$ cat config.mk
export PLATFORM = sky130hd
export DESIGN_NAME = flash_fetch_line_buffer
export DESIGN_NICKNAME = d
export VERILOG_FILES = /design/src/rtl/flash_fetch_line_buffer.sv
export SDC_FILE = /design/constraint.sdc
export NUM_CORES = 1
export LEC_CHECK = 0
export CAP_MARGIN = 10
export CORE_ASPECT_RATIO = 0.7
export CORE_MARGIN = 1.5
export CORE_UTILIZATION = 45
export DETAILED_ROUTE_END_ITERATION = 12
export PLACE_DENSITY_LB_ADDON = 0.15
export RECOVER_POWER = 50
export SYNTH_ARGS = -nofsm -noshare
export SYNTH_HDL_FRONTEND = slang
export SYNTH_SLANG_ARGS = --single-unit
$ cat constraint.sdc
create_clock -name clk -period 2.68 [get_ports clk]
set_clock_uncertainty 0.05 [all_clocks]
set_input_delay 0.268 -clock clk [delete_from_list [all_inputs] [get_ports clk]]
set_output_delay 0.268 -clock clk [all_outputs]
set_load 0.02 [all_outputs]
$ cat src/rtl/flash_fetch_line_buffer.sv
// flash_fetch_line_buffer: one-line read buffer that refills from the flash controller FIFO on a miss
module flash_fetch_line_buffer #(
    parameter int CHUNK_DEPTH    = 16,
    parameter int REQ_HOLD       = 3,
    parameter int TIMEOUT_CYCLES = 4096
) (
    input  logic        clk,
    input  logic        rst,
    input  logic        cpu_req,
    input  logic [23:0] cpu_addr,
    output logic [31:0] cpu_rdata,
    output logic        cpu_ready,
    output logic        cpu_err,
    input  logic        invalidate,
    output logic        read_chunk,
    output logic [23:0] address_wp,
    output logic [7:0]  numByte_read_wp,
    output logic        rden,
    input  logic [7:0]  buf_out,
    input  logic        buf_empty,
    input  logic        buf_full
);
    localparam int LB = $clog2(CHUNK_DEPTH);
    typedef enum logic [2:0] {IDLE, REQ, WAIT, DRAIN, FLUSH, RESP} state_t;
    state_t          state;
    logic [7:0]      line [CHUNK_DEPTH];
    logic [23-LB:0]  tag;
    logic            line_valid, inv_pend, pend, err, hit;
    logic [7:0]      hold;
    logic [15:0]     tmo;
    logic [LB:0]     cnt;
    logic            unused;
    assign unused = ^cpu_addr[1:0];
    assign numByte_read_wp = 8'(CHUNK_DEPTH);
    assign hit = line_valid && !invalidate && tag == cpu_addr[23:LB];
    always_ff @(posedge clk)
        if (state == DRAIN && pend) line[cnt[LB-1:0]] <= buf_out;
    always_ff @(posedge clk or negedge rst) begin
        if (!rst) begin
            state      <= IDLE;
            tag        <= '0;
            line_valid <= 1'b0;
            inv_pend   <= 1'b0;
            pend       <= 1'b0;
            err        <= 1'b0;
            hold       <= '0;
            tmo        <= '0;
            cnt        <= '0;
            cpu_rdata  <= '0;
            cpu_ready  <= 1'b0;
            cpu_err    <= 1'b0;
            read_chunk <= 1'b0;
            rden       <= 1'b0;
            address_wp <= '0;
        end else begin
            cpu_ready <= 1'b0;
            cpu_err   <= 1'b0;
            rden      <= 1'b0;
            if (invalidate && (state == REQ || state == WAIT || state == DRAIN)) inv_pend <= 1'b1;
            case (state)
                IDLE: begin
                    if (invalidate) line_valid <= 1'b0;
                    // cpu_req is still high during the ready cycle; ignore it there
                    if (cpu_req && !cpu_ready) begin
                        if (hit) begin
                            state <= RESP;
                            err   <= 1'b0;
                        end else begin
                            state      <= REQ;
                            read_chunk <= 1'b1;
                            hold       <= '0;
                            address_wp <= {cpu_addr[23:LB], {LB{1'b0}}};
                            line_valid <= 1'b0;
                            inv_pend   <= 1'b0;
                            err        <= 1'b0;
                        end
                    end
                end
                REQ: begin
                    hold <= hold + 8'd1;
                    if (hold == 8'(REQ_HOLD - 1)) begin
                        read_chunk <= 1'b0;
                        tmo        <= '0;
                        state      <= WAIT;
                    end
                end
                WAIT: begin
                    tmo <= &tmo ? tmo : tmo + 16'd1;
                    if (buf_full) begin
                        state <= DRAIN;
                        cnt   <= '0;
                        pend  <= 1'b0;
                    end else if (tmo == 16'(TIMEOUT_CYCLES - 1)) state <= FLUSH;
                end
                DRAIN: begin
                    // rden cycle -> byte-valid cycle (stored above) -> next strobe
                    if (rden) pend <= 1'b1;
                    else if (pend) begin
                        pend <= 1'b0;
                        cnt  <= cnt + 1'b1;
                    end else if (cnt[LB]) begin
                        tag        <= address_wp[23:LB];
                        line_valid <= !(inv_pend || invalidate);
                        state      <= RESP;
                    end else if (!buf_empty) rden <= 1'b1;
                end
                FLUSH: begin
                    if (!rden) begin
                        if (!buf_empty) rden <= 1'b1;
                        else begin
                            err        <= 1'b1;
                            line_valid <= 1'b0;
                            state      <= RESP;
                        end
                    end
                end
                RESP: begin
                    cpu_ready <= 1'b1;
                    cpu_err   <= err;
                    cpu_rdata <= {line[{cpu_addr[LB-1:2], 2'd3}], line[{cpu_addr[LB-1:2], 2'd2}],
                                  line[{cpu_addr[LB-1:2], 2'd1}], line[{cpu_addr[LB-1:2], 2'd0}]};
                    state     <= IDLE;
                end
                default: state <= IDLE;
            endcase
        end
    end
endmodule
==> results of run 1 <==
## synthesized netlist by cell type, types with 4 or more instances
cell	count
a21oi_1	22
mux4_2	32
buf_2	7
o21ai_0	13
inv_1	11
nand4_1	9
ha_1	7
nand2_1	29
dfrtp_1	112
nor4_1	4
buf_4	15
mux2_2	72
nor3_1	9
nor2_1	27
or4_1	5
xnor2_1	26
edfxtp_1	128
o31ai_1	4
nand3_1	13
xor2_1	7
clkbuf_1	9
buf_6	4
or3_1	6
## layout make-up
class / instances / area share [%]
Sequential cell: 240 / 54.6
Multi-Input combinational cell: 352 / 25.8
Timing Repair Buffer: 120 / 9.32
Clock buffer: 29 / 5.42
Tap cell: 282 / 2.90
Clock inverter: 15 / 1.62
Inverter: 11 / 0.339
## cells in the final DEF, fill, tap and decap left out, types with 4 or more instances in the layout
| cell | instances |
|---|---|
| nor4_1 | 4 |
| conb_1 | 12 |
| or3_1 | 6 |
| o31ai_1 | 4 |
| edfxtp_1 | 128 |
| nor2_1 | 27 |
| clkbuf_2 | 4 |
| inv_1 | 11 |
| clkinv_1 | 4 |
| nand4_1 | 9 |
| a21oi_1 | 22 |
| clkinv_2 | 5 |
| o21ai_0 | 13 |
| xor2_1 | 7 |
| ha_1 | 7 |
| nor3_1 | 9 |
| xnor2_1 | 26 |
| mux4_2 | 32 |
| nand2_1 | 29 |
| mux2_2 | 72 |
| dlygate4sd3_1 | 31 |
| dfrtp_1 | 112 |
| bufinv_16 | 5 |
| clkbuf_16 | 25 |
| nand3_1 | 13 |
| clkdlybuf4s50_1 | 59 |
| buf_4 | 22 |
| or4_1 | 5 |
## flip-flops by register name, indices dropped and copies added (netlist names)
register / flops
tag: 20
cpu_ready: 1
state: 3
line: 128
pend: 1
rden: 1
address_wp: 20
read_chunk: 1
cpu_rdata: 32
err: 1
inv_pend: 1
line_valid: 1
tmo: 16
cpu_err: 1
hold: 8
cnt: 5
## path summary, 6_finish.rpt
kind                            cells after the start  slack, ns       endpoint
min in group asynchronous                           2       0.51        tag[10]
max in group asynchronous                           3       0.63   cpu_rdata[5]
worst min register to register                      2       0.43     read_chunk
worst max-delay path                                5       0.41  cpu_rdata[24]
worst min-delay path                                2       0.35           rden
worst max register to register                      5       0.41  cpu_rdata[24]
## metrics by stage
step                power [mW]  hold WS [ns]  cell area [um^2]
finish                    11.4         0.350             12200
global route              12.0         0.344             12200
CTS                       11.6         0.303             12200
detailed placement        7.99         0.300             11300
global placement          7.89         0.285             11300
floorplan                 6.69       -0.0776             10100
## logic make-up (layout without fill, tap and decap cells)
group / count (synthesis) / in the layout / share of synthesized area, %
buffers and inverters: 47 / 175 / 2.71
DFF: 240 / 240 / 66.2
and+or+nand+nor: 131 / 131 / 7.32
xor gates and xnor gates: 33 / 33 / 2.88
other: 2 / 12 / 0.0749
AOI/OAI and AO/OA: 63 / 63 / 4.43
adders and majority gates: 7 / 7 / 0.873
muxes: 106 / 106 / 15.5
## where the power goes
group,total [mW],switching [mW],leakage [nW],internal [mW]
sequential,4.85,0.426,2.59,4.42
combinational,2.96,1.52,1.60,1.44
clock,3.59,1.36,0.421,2.23
## worst reg2reg max path, cell delays in order, from the launching register on
cell,delay [ns]
dfrtp_1,0.60
inv_1,0.15
nor2_1,0.16
nand2_1,0.07
clkbuf_2,0.60
mux2_2,0.52
## metal layers
metal / global-route usage [%] / vias up
li1: - / 2603
met1: 26.1 / 2861
met2: 27.1 / 135
met3: 3.52 / 26
met4: 3.92 / 0
met5: 0 / -
==> flow_metrics.tcl, run 1 <==
set metrics [dict create \
    status "complete, no violations" \
    synth.distinct_cells 64 \
    synth.largest_area_cell "edfxtp_1" \
    path_buf_inv 2 \
    multiInputGateArea_um2 3150 \
    dieArea_um2 23200 \
    worstSetupStartpoint "state[0]" \
    dp_cells 1004 \
    post-route-util_pct 55.9 \
    timing.fmax_mhz 440 \
    setup_viol 0 \
    place_congestion 0.770 \
    routed-wl-met3_um 943 \
    grt_usage_pct 17.6 \
    dp_hpwl_um 12800 \
    rows 45 \
    drt_first_pass_iters 5 \
    die_w_um 181 \
    avgSynthCellArea_um2 16.0 \
    hold_buffers 1 \
    io-pin-count 106 \
    synthArstFlopShare_pct 46.7 \
    cts_buffers 24 \
    grt_pass1_wl_um 31700 \
    crit_chain "inv_1 -> nor2_1 -> nand2_1 -> clkbuf_2 -> mux2_2" \
    drv_slew 0 \
    die_h_um 128 \
    fin_crit_sh_pct 84.7 \
    via_per_inst 5.36 \
    wl_met1_um 9150 \
    wl_met2_um 8900 \
    fin_tns_setup_ns 0 \
    overflow 0 \
    route.detailed.drc 0 \
    synthTopCellsByArea "edfxtp_1 38%, dfrtp_1 28%, mux2_2 8.1%" \
    seqCellArea_um2 6650 \
    hp-class "primary input to flop" \
    min_from "buf_empty" \
    ir_worst_vdd_uv 459 \
    wirelength_um 19400 \
    area_growth_pct 21.4 \
    synth_ff_type "edfxtp_1" \
    antenna_left 0 \
    worstPathRequired_ns 3.02 \
    start_util_pct 46.0 \
    worst_pin_slew_ns 1.24 \
    pwr_density_cell_nw_per_um2 936 \
    worst_ep_arrival_time_ns 2.61 \
    endpoint_kind "flop" \
    antenna_cells 0 \
    crit_type "flop to flop" \
    rsz0062_at_grt "false" \
    portBuffers 91 \
    timing.rr.start "state[0]" \
    dpl_worst_slack_ns 0.239 \
    post-route-min-period_ns 2.27 \
    clock_latency_ns 0.51 \
    grt_max_degree 48 \
    ys_seq_elements 240 \
    cts_setup_buffers 0 \
    fin_ws_ns 0.409 \
    seq_area_frac_synth_pct 66.2 \
    cts_resized 0 \
    p_leak_nw 4.61 \
    drive_gt1_share_pct 24.8 \
    cp_slowest_cell "dfrtp_1" \
    cp_top_family "buffers and inverters" \
    fin_cells 1049 \
    relSlewSlack_pct 17.3 \
    synth_area_um2 10000 \
    nets 794 \
    root_buffer "clkbuf_16" \
    coreArea_um2 21800 \
    nFillCells 1718 \
    grt_antenna_before_repair 0 \
    maxCapViolCount 0 \
    cp_max_fo 34 \
    htreeDepth 1 \
    path_clk_slew_ns 0.06 \
    synth_top_area_share_pct 38.3 \
    syn_inst 629 \
    vias 5625 \
    synth-edff-count 128 \
    cts_tree "done" \
    grt_pass1_vias 5809 \
    wire_per_inst_um 18.5 \
    max_stage_delay_ns 0.60 \
    top_layer "met4" \
    synth_warnings 0 \
    clk_path_buf_depth 3 \
    worst_setup_path_start_kind "flop" \
    hold_viol 0 \
    clkSinkCount 240 \
    initialDrtViolationCount 395 \
]
No activity file was read; power rests on OpenSTA's default activity.
==> run 2: changes to the inputs <==
==> constraint.sdc (replaced) <==
create_clock -name clk -period 2.1 [get_ports clk]
set_clock_uncertainty 0.05 [all_clocks]
set_input_delay 0.21 -clock clk [delete_from_list [all_inputs] [get_ports clk]]
set_output_delay 0.21 -clock clk [all_outputs]
set_load 0.02 [all_outputs]
==> run 2 against run 1 <==
  * Sequential share of layout area down 1.3 points
  * Flip-flop and latch count unchanged
  * Combinational power up 44%
  * Non-clock buffer count up 28
  * First-iteration DRC count down 21%
  * Sequential power up 27%
  * Critical path type unchanged
  * Critical endpoint is now tmo[7]
==> flow_metrics.tcl, run 2 (synthesis gave the netlist of run 1 again) <==
set metrics [dict create \
    rsz0062_at_grt "true" \
    r2r-end "tmo[7]" \
    top_layer "met4" \
    p_clk_share_pct 29.7 \
    portBuffers 91 \
    rows 45 \
    io-pin-count 106 \
    maxCapViolCount 0 \
    wl_met2_um 9270 \
    hold_viol 0 \
    post-route-util_pct 57.3 \
    grt_max_degree 69 \
    cp_max_fo 16 \
    start_util_pct 46.0 \
    initialDrtViolationCount 314 \
    hp-class "primary input to flop" \
    r2r_slack_ns 0.06 \
    timing.rr.start "hold[0]" \
    combinationalPowerShare_pct 28.7 \
    route.detailed.drc 0 \
    overflow 0 \
    via_per_inst 5.36 \
    fin_cells 1077 \
    place_congestion 0.810 \
    pwr_density_cell_nw_per_um2 1190 \
    antenna_left 0 \
    finalPower_mw 14.8 \
    die_w_um 181 \
    root_buffer "clkbuf_16" \
    routed-wl-met3_um 960 \
    fin_ws_ns 0.0595 \
    cp_slowest_cell "or4_4" \
    holdWs_ns 0.239 \
    area_growth_pct 24.5 \
    grt_antenna_before_repair 0 \
    p_leak_nw 4.75 \
    p_seq_share_pct 41.6 \
    cts_tree "done" \
    fin_tns_setup_ns 0 \
    p_int_mw 10.5 \
    post-route-min-period_ns 2.04 \
    vias 5776 \
    clk_path_buf_depth 3 \
    final_cell_mix "128 x edfxtp_1, 109 x dfrtp_1, 77 x clkdlybuf4s50_1, 72 x mux2_2, 44 x buf_4" \
    seqCellArea_um2 6650 \
    place_area_um2 11600 \
    crit_type "flop to flop" \
    setup_viol 0 \
    clkSinkCount 240 \
    grt_usage_pct 17.8 \
    wire_per_inst_um 18.8 \
    nFillCells 1692 \
    relSlewSlack_pct 5.19 \
    min_from "cpu_addr[2]" \
    grt_pass1_wl_um 32200 \
    holdPathEnd "cpu_rdata[19]" \
    coreArea_um2 21800 \
    drive_gt1_share_pct 28.4 \
    clock_latency_ns 0.51 \
    ir_worst_vdd_uv 646 \
    nets 822 \
    endpoint_kind "flop" \
    r2r_cells 7 \
    max_stage_delay_ns 0.43 \
    final_cell_area_um2 12500 \
    fin_crit_sh_pct 97.2 \
    layout_commonest_cell "edfxtp_1" \
    cts_buffers 24 \
    crit_chain "inv_1 -> ha_1 -> nor4b_4 -> a21oi_4 -> a211o_4 -> or4_4 -> a21oi_2" \
    swShare_pct 29.3 \
    path_clk_slew_ns 0.06 \
    p_switching_mw 4.34 \
    dp_hpwl_um 13100 \
    grt_pass1_vias 6005 \
    status "complete, no violations" \
    worst_ep_arrival_time_ns 2.42 \
    worst_setup_path_start_kind "flop" \
    dieArea_um2 23200 \
    timing.fmax_mhz 490 \
    multiInputGateArea_um2 3240 \
    hold_depth 3 \
    die_h_um 128 \
    wl_met1_um 9600 \
    dp_cells 1030 \
    wirelength_um 20200 \
    dpl_worst_slack_ns -0.328 \
    worstPathRequired_ns 2.48 \
    drv_slew 0 \
    largest_reg_flops 128 \
    drt_first_pass_iters 4 \
    worst_pin_slew_ns 1.42 \
    htreeDepth 1 \
    antenna_cells 0 \
]
==> run 2: what timing repair did <==
action,in CTS,in global routing
setup endpoints to repair,25,33
hold buffers,1,0
endpoints found under the hold margin,112,0
gates cloned,0,1
setup buffers,0,1
pin swaps,0,4
resized for setup,3,16
==> run 2: worst max-delay path, delay by kind of cell (launching register included) <==
kind                       cells  cell delay (ns)
and+or+nand+nor                2             0.70
AOI/OAI and AO/OA              3             0.61
adders and majority gates      1             0.15
DFF                            1             0.39
buffers and inverters          1             0.06
==> run 2: area by class of cell <==
| type | instances | area share, % |
|---|---|---|
| clock inverter | 11 | 1.00 |
| sequential | 240 | 53.2 |
| clock buffer | 33 | 5.57 |
| tap | 282 | 2.82 |
| inverter | 11 | 0.330 |
| timing repair buffer | 148 | 11.1 |
| multi-input combinational | 352 | 25.9 |
==> run 2: how the worst max path moves through the flow <==
stage / from / end / slack, ns / cells past startpoint
detailed placement: cpu_addr[10] / address_wp[13] / -0.33 / 8
floorplan: state[1] / line[1][0] / 0.09 / 4
global route: hold[0] / tmo[7] / -0.01 / 7
finish: hold[0] / tmo[7] / 0.06 / 7
global placement: cpu_addr[10] / address_wp[21] / -0.22 / 8
CTS: tag[1] / address_wp[13] / 0.009 / 6
==> run 2: power groups by stage <==
stage | sequential (mW) | combinational [mW] | clock, mW
after floorplan | 6.78 | 1.75 | 0
after global placement | 6.22 | 4.16 | 0
after detailed placement | 6.26 | 4.22 | 0
after CTS | 6.18 | 4.26 | 4.52
after global routing | 6.27 | 4.57 | 4.69
final | 6.18 | 4.25 | 4.41
==> run 2: layer usage <==
metal	track usage, %	up-vias
met5	0	-
met4	4.41	0
met3	3.38	29
met2	27.3	129
met1	26.2	2959
li1	-	2659
